==> config.mk <==
export PLATFORM = sky130hd
export DESIGN_NAME = ram8_arbiter
export DESIGN_NICKNAME = d
export VERILOG_FILES = /design/src/rtl/ram8_arbiter.sv
export SDC_FILE = /design/constraint.sdc
export NUM_CORES = 1
export LEC_CHECK = 0
export BUFFER_PORTS_ARGS = -buffer_cell sky130_fd_sc_hd__buf_2
export CORE_MARGIN = 10
export CORE_UTILIZATION = 25
export CTS_BUF_LIST = sky130_fd_sc_hd__clkbuf_4 sky130_fd_sc_hd__clkbuf_8 sky130_fd_sc_hd__clkbuf_16
export DETAILED_ROUTE_END_ITERATION = 10
export PLACE_DENSITY = 0.57
export SYNTH_ARGS = -nofsm -noshare
export SYNTH_HDL_FRONTEND = slang
export SYNTH_SLANG_ARGS = --single-unit
export TNS_END_PERCENT = 50
==> constraint.sdc <==
create_clock -name clk -period 1.9 [get_ports clk]
set_input_delay 0.095 -clock clk [delete_from_list [all_inputs] [get_ports clk]]
set_output_delay 0.095 -clock clk [all_outputs]
set_load 0.03 [all_outputs]
==> src/rtl/ram8_arbiter.sv <==
`timescale 1ns/1ps
// ram8_arbiter: two-requester arbiter and sequencer in front of one RAM8
// (8 x 16-bit register file).
// Requests from ports A and B are serialised onto the single RAM8 port. Each
// accepted request returns one response through a single registered slot.
// A write returns the word's previous contents, so every access behaves as a swap.
//
// Ports:
//   clk, rst_n              clock, asynchronous active-low reset
//   a_req_* / b_req_*       request handshake: valid/ready, we, addr, wdata
//   a_rsp_* / b_rsp_*       response handshake: valid/ready, rdata
//   ram_load/addr/in        RAM8 strobe, address and write data (same cycle as accept)
//   ram_out                 RAM8 read data, combinational on ram_addr
//   busy                    response slot occupied
module ram8_arbiter #(
    parameter int unsigned PRIO_MODE = 0
) (
    input  logic        clk,
    input  logic        rst_n,
    input  logic        a_req_valid,
    output logic        a_req_ready,
    input  logic        a_req_we,
    input  logic [2:0]  a_req_addr,
    input  logic [15:0] a_req_wdata,
    output logic        a_rsp_valid,
    input  logic        a_rsp_ready,
    output logic [15:0] a_rsp_rdata,
    input  logic        b_req_valid,
    output logic        b_req_ready,
    input  logic        b_req_we,
    input  logic [2:0]  b_req_addr,
    input  logic [15:0] b_req_wdata,
    output logic        b_rsp_valid,
    input  logic        b_rsp_ready,
    output logic [15:0] b_rsp_rdata,
    output logic        ram_load,
    output logic [2:0]  ram_addr,
    output logic [15:0] ram_in,
    input  logic [15:0] ram_out,
    output logic        busy
);

    localparam int unsigned DW = 16;
    localparam int unsigned AW = 3;
    localparam logic PORT_A = 1'b0;
    localparam logic PORT_B = 1'b1;

    typedef enum logic {S_EMPTY = 1'b0, S_FULL = 1'b1} state_t;

    state_t        state_q, state_d;
    logic          owner_q, owner_d;
    logic [DW-1:0] data_q, data_d;
    logic          last_q, last_d;

    logic slot_free;
    logic grant_b;
    logic accept;

    // Slot state, response owner/data and round-robin pointer.
    always_ff @(posedge clk or negedge rst_n) begin
        if (!rst_n) begin
            state_q <= S_EMPTY;
            owner_q <= PORT_A;
            data_q  <= '0;
            last_q  <= PORT_B;
        end else begin
            state_q <= state_d;
            owner_q <= owner_d;
            data_q  <= data_d;
            last_q  <= last_d;
        end
    end

    // Grant, RAM drive and next-state logic.
    always_comb begin
        state_d     = state_q;
        owner_d     = owner_q;
        data_d      = data_q;
        last_d      = last_q;
        ram_load    = 1'b0;
        ram_addr    = '0;
        ram_in      = '0;
        a_req_ready = 1'b0;
        b_req_ready = 1'b0;

        // Draining and accepting in the same cycle keeps one request per clock.
        slot_free = (state_q == S_EMPTY) | ((owner_q == PORT_B) ? b_rsp_ready : a_rsp_ready);

        // B wins when alone, or on a round-robin tie after A was last served.
        grant_b = b_req_valid & (~a_req_valid | ((PRIO_MODE == 0) & (last_q == PORT_A)));

        // rst_n gating keeps the combinational handshake quiet during reset.
        a_req_ready = rst_n & slot_free & a_req_valid & ~grant_b;
        b_req_ready = rst_n & slot_free & grant_b;
        accept      = a_req_ready | b_req_ready;

        if (accept) begin
            ram_load = grant_b ? b_req_we : a_req_we;
            ram_addr = grant_b ? b_req_addr : a_req_addr;
            ram_in   = grant_b ? b_req_wdata : a_req_wdata;
            state_d  = S_FULL;
            owner_d  = grant_b;
            // ram_out still shows the pre-write word at this edge.
            data_d   = ram_out;
            if (PRIO_MODE == 0) begin
                last_d = grant_b;
            end
        end else if ((state_q == S_FULL) && slot_free) begin
            state_d = S_EMPTY;
        end
    end

    assign busy        = (state_q == S_FULL);
    assign a_rsp_valid = (state_q == S_FULL) & (owner_q == PORT_A);
    assign b_rsp_valid = (state_q == S_FULL) & (owner_q == PORT_B);
    assign a_rsp_rdata = data_q;
    assign b_rsp_rdata = data_q;

    logic unused_aw;
    assign unused_aw = (AW == 3);

endmodule
==> results of run 1 <==
-- sequential cells by signal, summed over array words and instances (netlist names) --
signal       count
busy             1
last_q           1
owner_q          1
a_rsp_rdata     16
-- cell type report --
cell class,count,area (um^2),share of cell area
clock buffers,3,41.3,0.0217
clock inverters,1,5.00,0.00263
inverters,2,7.51,0.00395
multi-input cells,95,626,0.329
flip-flops and latches,19,477,0.251
well taps,67,83.8,0.0441
repair buffers,125,662,0.348
-- per-layer routing --
layer  track usage  up-vias
met3        0.0436        4
met4        0.0209        0
li1              -      676
met5             0        -
met1         0.107      586
met2         0.195       54
-- cell usage after synthesis (2+ instances only) --
cell type,count
nand2_1,22
buf_4,16
clkbuf_1,6
mux2_2,7
mux2_4,10
buf_2,2
nand3_1,20
o21ai_0,3
nor2_1,2
inv_1,2
o21ai_1,2
dfrtp_1,18
a21oi_1,21
-- worst min-delay path by stage --
stage               slack (ps)               to  depth (start not counted)
floorplan                 -200   a_rsp_rdata[0]                          0
global placement           110          owner_q                          2
detailed placement         110   a_rsp_rdata[1]                          2
CTS                         60  a_rsp_rdata[12]                          2
global route                60  a_rsp_rdata[12]                          2
finish                      60  a_rsp_rdata[12]                          2
-- timing repair --
action                                 CTS  global route
endpoints found under the hold margin   18             0
gates resized for setup                  0             2
setup endpoints to repair                0            19
hold buffers                             1             0
-- per-stage QoR --
stage | utilization | cells | power, W | area (um^2) | worst slack [ps]
2_1_floorplan | - | 141 | 0.00149 | 1270 | 238
3_3_place_gp | 0.381 | 307 | 0.00175 | 1840 | 368
3_5_place_dp | 0.381 | 307 | 0.00176 | 1840 | 334
4_1_cts | 0.393 | 312 | 0.00204 | 1890 | 49.6
5_1_grt | 0.395 | 312 | 0.00213 | 1900 | 19.6
6_report | 0.395 | 312 | 0.00201 | 1900 | 114
-- cells by family (layout without fill, tap and decap cells) --
logic type	Yosys count	after routing	synth area share
AOI/OAI and AO/OA	30	30	0.134
buffers and inverters	27	131	0.138
DFF	19	19	0.375
muxes	18	18	0.188
and+or+nand+nor	47	47	0.165
-- power breakdown --
group	internal, W	total, W	leakage (nW)	switching [W]
logic	0.000390	0.00114	0.777	0.000748
clock network	0.000146	0.000280	0.0255	0.000134
registers	0.000515	0.000596	0.220	0.0000817
==> reports/metrics.cfg, run 1 <==
[die]
rows = 25
core_area_um2 = 4820
io-pin-count = 119
die_area_um2 = 8340
initial_core_util = 0.264
die_y_um = 91.3
die_w_um = 91.3

[global_route]
grt_pass1_wl_mm = 7.30
grt_max_degree = 24
first_global_vias = 1430
globalRouteTotalUtil = 0.105
antenna_found_initial = 0
grt.overflow.total = 0

[layout]
final_nets = 308
drive_above_1_share = 0.608
n_fill_cell = 526
insertedDiodeCount = 0
syn2layout_area_growth_pct = 49.6
layout_commonest_cell = buf_2
mostFrequentLayoutCells = buf_2, nand2_1, a21oi_1

[detailed_routing]
ant_nets = 0
met3_length_um = 400
drtIter0Drc = 63
finalWirelength_mm = 4.68
post_drt_wl_per_cell_um = 15.0
routed.top_layer = met4
vias = 1320
drc = 0
wl_met1_mm = 1.70
via_per_inst = 4.23
drtPass1Iterations = 4
wl_met2_mm = 2.53

[setup_path]
path_buf_inv = 2
critical_path_arrival_ps = 1690
crit_required_ps = 1800
crit_type = reg -> out
slowest_delay_ps = 430
cp-endpoint = ram_in[0]
cp_top_family = buffers and inverters
path_cells = mux2_2 > o21ai_1 > buf_4 > a21oi_1 > buf_2
cp_slowest_cell = dfrtp_1
r2r_cells = 4
timing.rr.end = a_rsp_rdata[6]
crit_fanout = 23
cp.depth = 5
r2r-start = owner_q
cp-start-kind = flop
startpoint = owner_q
r2r_slack_ps = 340
end_kind = primary output

[hold_path]
hp-class = in -> reg
worstHoldStart = ram_out[12]

[sta]
rsz0062_at_grt = no
fin_crit_sh = 0.940
worst_slew_pin_slew_ps = 317
drv_slew = 0
holdWs_ps = 63.7
slew_headroom = 0.783
period_minus_slack_ps = 1790
tns_ps = 0
finalSetupViolCount = 0
fmax_ghz = 0.560
finClkSkew_ps = 5.16
hold_viol = 0

[power_and_ir_drop]
leakagePower_nw = 1.02
power.density_nw_per_um2 = 1060
irDropWorstVdd_uv = 423

[yosys]
ys.warnings.count = 0
synthFlopType = dfrtp_1
synth_cell_types = 23
synth_top_area_share = 0.354
synth_enable_flop_cells = 0
synth_top_area_cell = dfrtp_1
synth_seq_area_share = 0.375
ys_ff_latch = 19
syn_area_um2 = 1270
syn_area_per_cell_um2 = 9.02
synth_area_leaders = dfrtp_1, mux2_4, buf_4, a21oi_1, nand3_1
async_flop_share = 1.00
syn_nets = 203
netlist_instances = 141

[clocking]
cts.sinks = 19
cts_made_buffers = 3
insertion_delay_ps = 250
clkTransAtPathRegs_ps = 70
htreeDepth = 1
cts_setup_buffers = 0
cts_root_buf = clkbuf_8
clockBufferDepth = 2
tritoncts = yes

[outcome]
status = complete, no violations

[placement]
hpwl_mm = 3.86
portBuffers = 118
place.gp.congestion = 0.770

[run]
maxCapViolCount = 0

(Power assumes the default switching activity.)
==> run 2, diff against run 1 <==
--- a/config.mk
+++ b/config.mk
@@ -6,9 +6,9 @@
 export NUM_CORES = 1
 export LEC_CHECK = 0
 export BUFFER_PORTS_ARGS = -buffer_cell sky130_fd_sc_hd__buf_2
+export CORE_ASPECT_RATIO = 0.75
 export CORE_MARGIN = 10
 export CORE_UTILIZATION = 25
-export CTS_BUF_LIST = sky130_fd_sc_hd__clkbuf_4 sky130_fd_sc_hd__clkbuf_8 sky130_fd_sc_hd__clkbuf_16
 export DETAILED_ROUTE_END_ITERATION = 10
 export PLACE_DENSITY = 0.57
 export SYNTH_ARGS = -nofsm -noshare
==> run 2 against run 1 <==
  * Critical path depth unchanged
  * Sequential cell count unchanged
  * Clock skew down 1.0 ps
  * Design area down 0.92%
  * Total power down 0.56%
  * Sequential share of layout area up 0.23 points
  * Die area up 0.35%
  * Via count up 0.68%
  * Non-clock buffer count unchanged
  * Utilization down 1.0 points
  * Hold slack better by 4.3 ps
  * Largest cell class unchanged
  * Wire length down 4.6%
==> reports/metrics.cfg, run 2 (same netlist as run 1, synthesis figures left out) <==
[outcome]
status = complete, no violations

[detailed_routing]
drc = 0
via_per_inst = 4.36
finalWirelength_mm = 4.47
vias = 1329
post_drt_wl_per_cell_um = 14.6
ant_nets = 0
drtIter0Drc = 34
drtPass1Iterations = 5

[layout]
insertedDiodeCount = 0
layout_commonest_cell = buf_2
final_nets = 308
syn2layout_area_growth_pct = 48.2
mostFrequentLayoutCells = buf_2, nand2_1, a21oi_1
largest_reg_flops = 16
fin_area_um2 = 1880
drive_above_1_share = 0.612

[setup_path]
end_kind = primary output
path_cells = mux2_2 > o21ai_2 > buf_4 > a21oi_1 > buf_2
cp_top_family = buffers and inverters
crit_fanout = 23
path_buf_inv = 2
crit_required_ps = 1800
cp_slowest_cell = dfrtp_1
cp-start-kind = flop
slowest_delay_ps = 420
crit_type = reg -> out
critical_path_arrival_ps = 1690

[clocking]
tritoncts = yes
insertion_delay_ps = 250
cts.sinks = 19
cts_made_buffers = 3
clkTransAtPathRegs_ps = 70
htreeDepth = 1
clockBufferDepth = 2
cts_setup_buffers = 0
cts_root_buf = clkbuf_8

[die]
die_w_um = 102
initial_core_util = 0.259
die_y_um = 81.8
io-pin-count = 119
rows = 22
core_area_um2 = 4900
die_area_um2 = 8370

[global_route]
first_global_vias = 1299
grt_max_degree = 24
antenna_found_initial = 0
grt_pass1_wl_mm = 6.50
grt.overflow.total = 0
globalRouteTotalUtil = 0.0946

[hold_path]
hp-class = in -> reg

[sta]
finalSetupViolCount = 0
worst_slew_pin_slew_ps = 319
fin_crit_sh = 0.938
hold_viol = 0
slew_headroom = 0.781
period_minus_slack_ps = 1780
setup_ws_ps = 118
drv_slew = 0
finClkSkew_ps = 4.15
tns_ps = 0
rsz0062_at_grt = no
fmax_ghz = 0.561

[placement]
placed_area_um2 = 1820
portBuffers = 118
place.gp.congestion = 0.729
dp_slack_ps = 352
hpwl_mm = 3.71

[power_and_ir_drop]
leakagePower_nw = 1.02
power.density_nw_per_um2 = 1060
irDropWorstVdd_uv = 409

[run]
maxCapViolCount = 0

-- run 2: cell count changes in the layout (fill, tap and decap cells not counted) --
cell / delta
o21ai_2: +1
buf_12: -1
buf_4: +1
o21ai_1: -1
-- run 2: metrics by stage --
step | power, W | cells | hold slack (ps) | util
final | 0.00200 | 305 | 68.0 | 0.385
after global routing | 0.00212 | 305 | 55.9 | 0.385
after CTS | 0.00203 | 305 | 63.0 | 0.383
after detailed placement | 0.00175 | 300 | 94.9 | 0.371
after global placement | 0.00174 | 300 | 89.1 | 0.371
after floorplan | 0.00149 | 141 | -201 | -
-- run 2: path summary, 6_finish.rpt --
| check | startpoint | end | slack, ps | depth (start not counted) |
|---|---|---|---|---|
| max | owner_q | ram_in[15] | 120 | 5 |
| min | ram_out[0] | a_rsp_rdata[0] | 70 | 2 |
| max reg2reg | owner_q | a_rsp_rdata[7] | 360 | 4 |
| max in group asynchronous | rst_n | last_q | 1330 | 3 |
| min in group asynchronous | rst_n | a_rsp_rdata[2] | 330 | 3 |
| min reg2reg | a_rsp_rdata[8] | a_rsp_rdata[8] | 520 | 1 |
-- run 2: repair_timing --
action | 4_1_cts | 5_1_grt
resized for setup | 0 | 2
hold endpoints to repair | 18 | 0
endpoints found under the setup margin | 0 | 20
hold buffers | 1 | 0
-- run 2: cell type report --
class                   count  area [um^2]
clock buffers               3         41.3
clock inverters             1         5.00
fillers                   501         3020
inverters                   2         7.51
multi-input cells          95          629
flip-flops and latches     19          477
well taps                  60         75.1
repair buffers            125          649
-- run 2: where the power goes --
part	total [W]	internal, W	switching, W
Combinational	0.00113	0.000384	0.000749
Sequential	0.000595	0.000515	0.0000802
Clock	0.000274	0.000145	0.000129
Total	0.00200	0.00104	0.000958
-- run 2: metal layers --
| metal | part of all wire | vias up | global-route usage |
|---|---|---|---|
| met4 | 0.0049 | 0 | 0.0169 |
| met2 | 0.51 | 57 | 0.162 |
| met3 | 0.097 | 2 | 0.0378 |
| met1 | 0.39 | 596 | 0.111 |
| met5 | 0 | - | 0 |
| li1 | - | 674 | - |
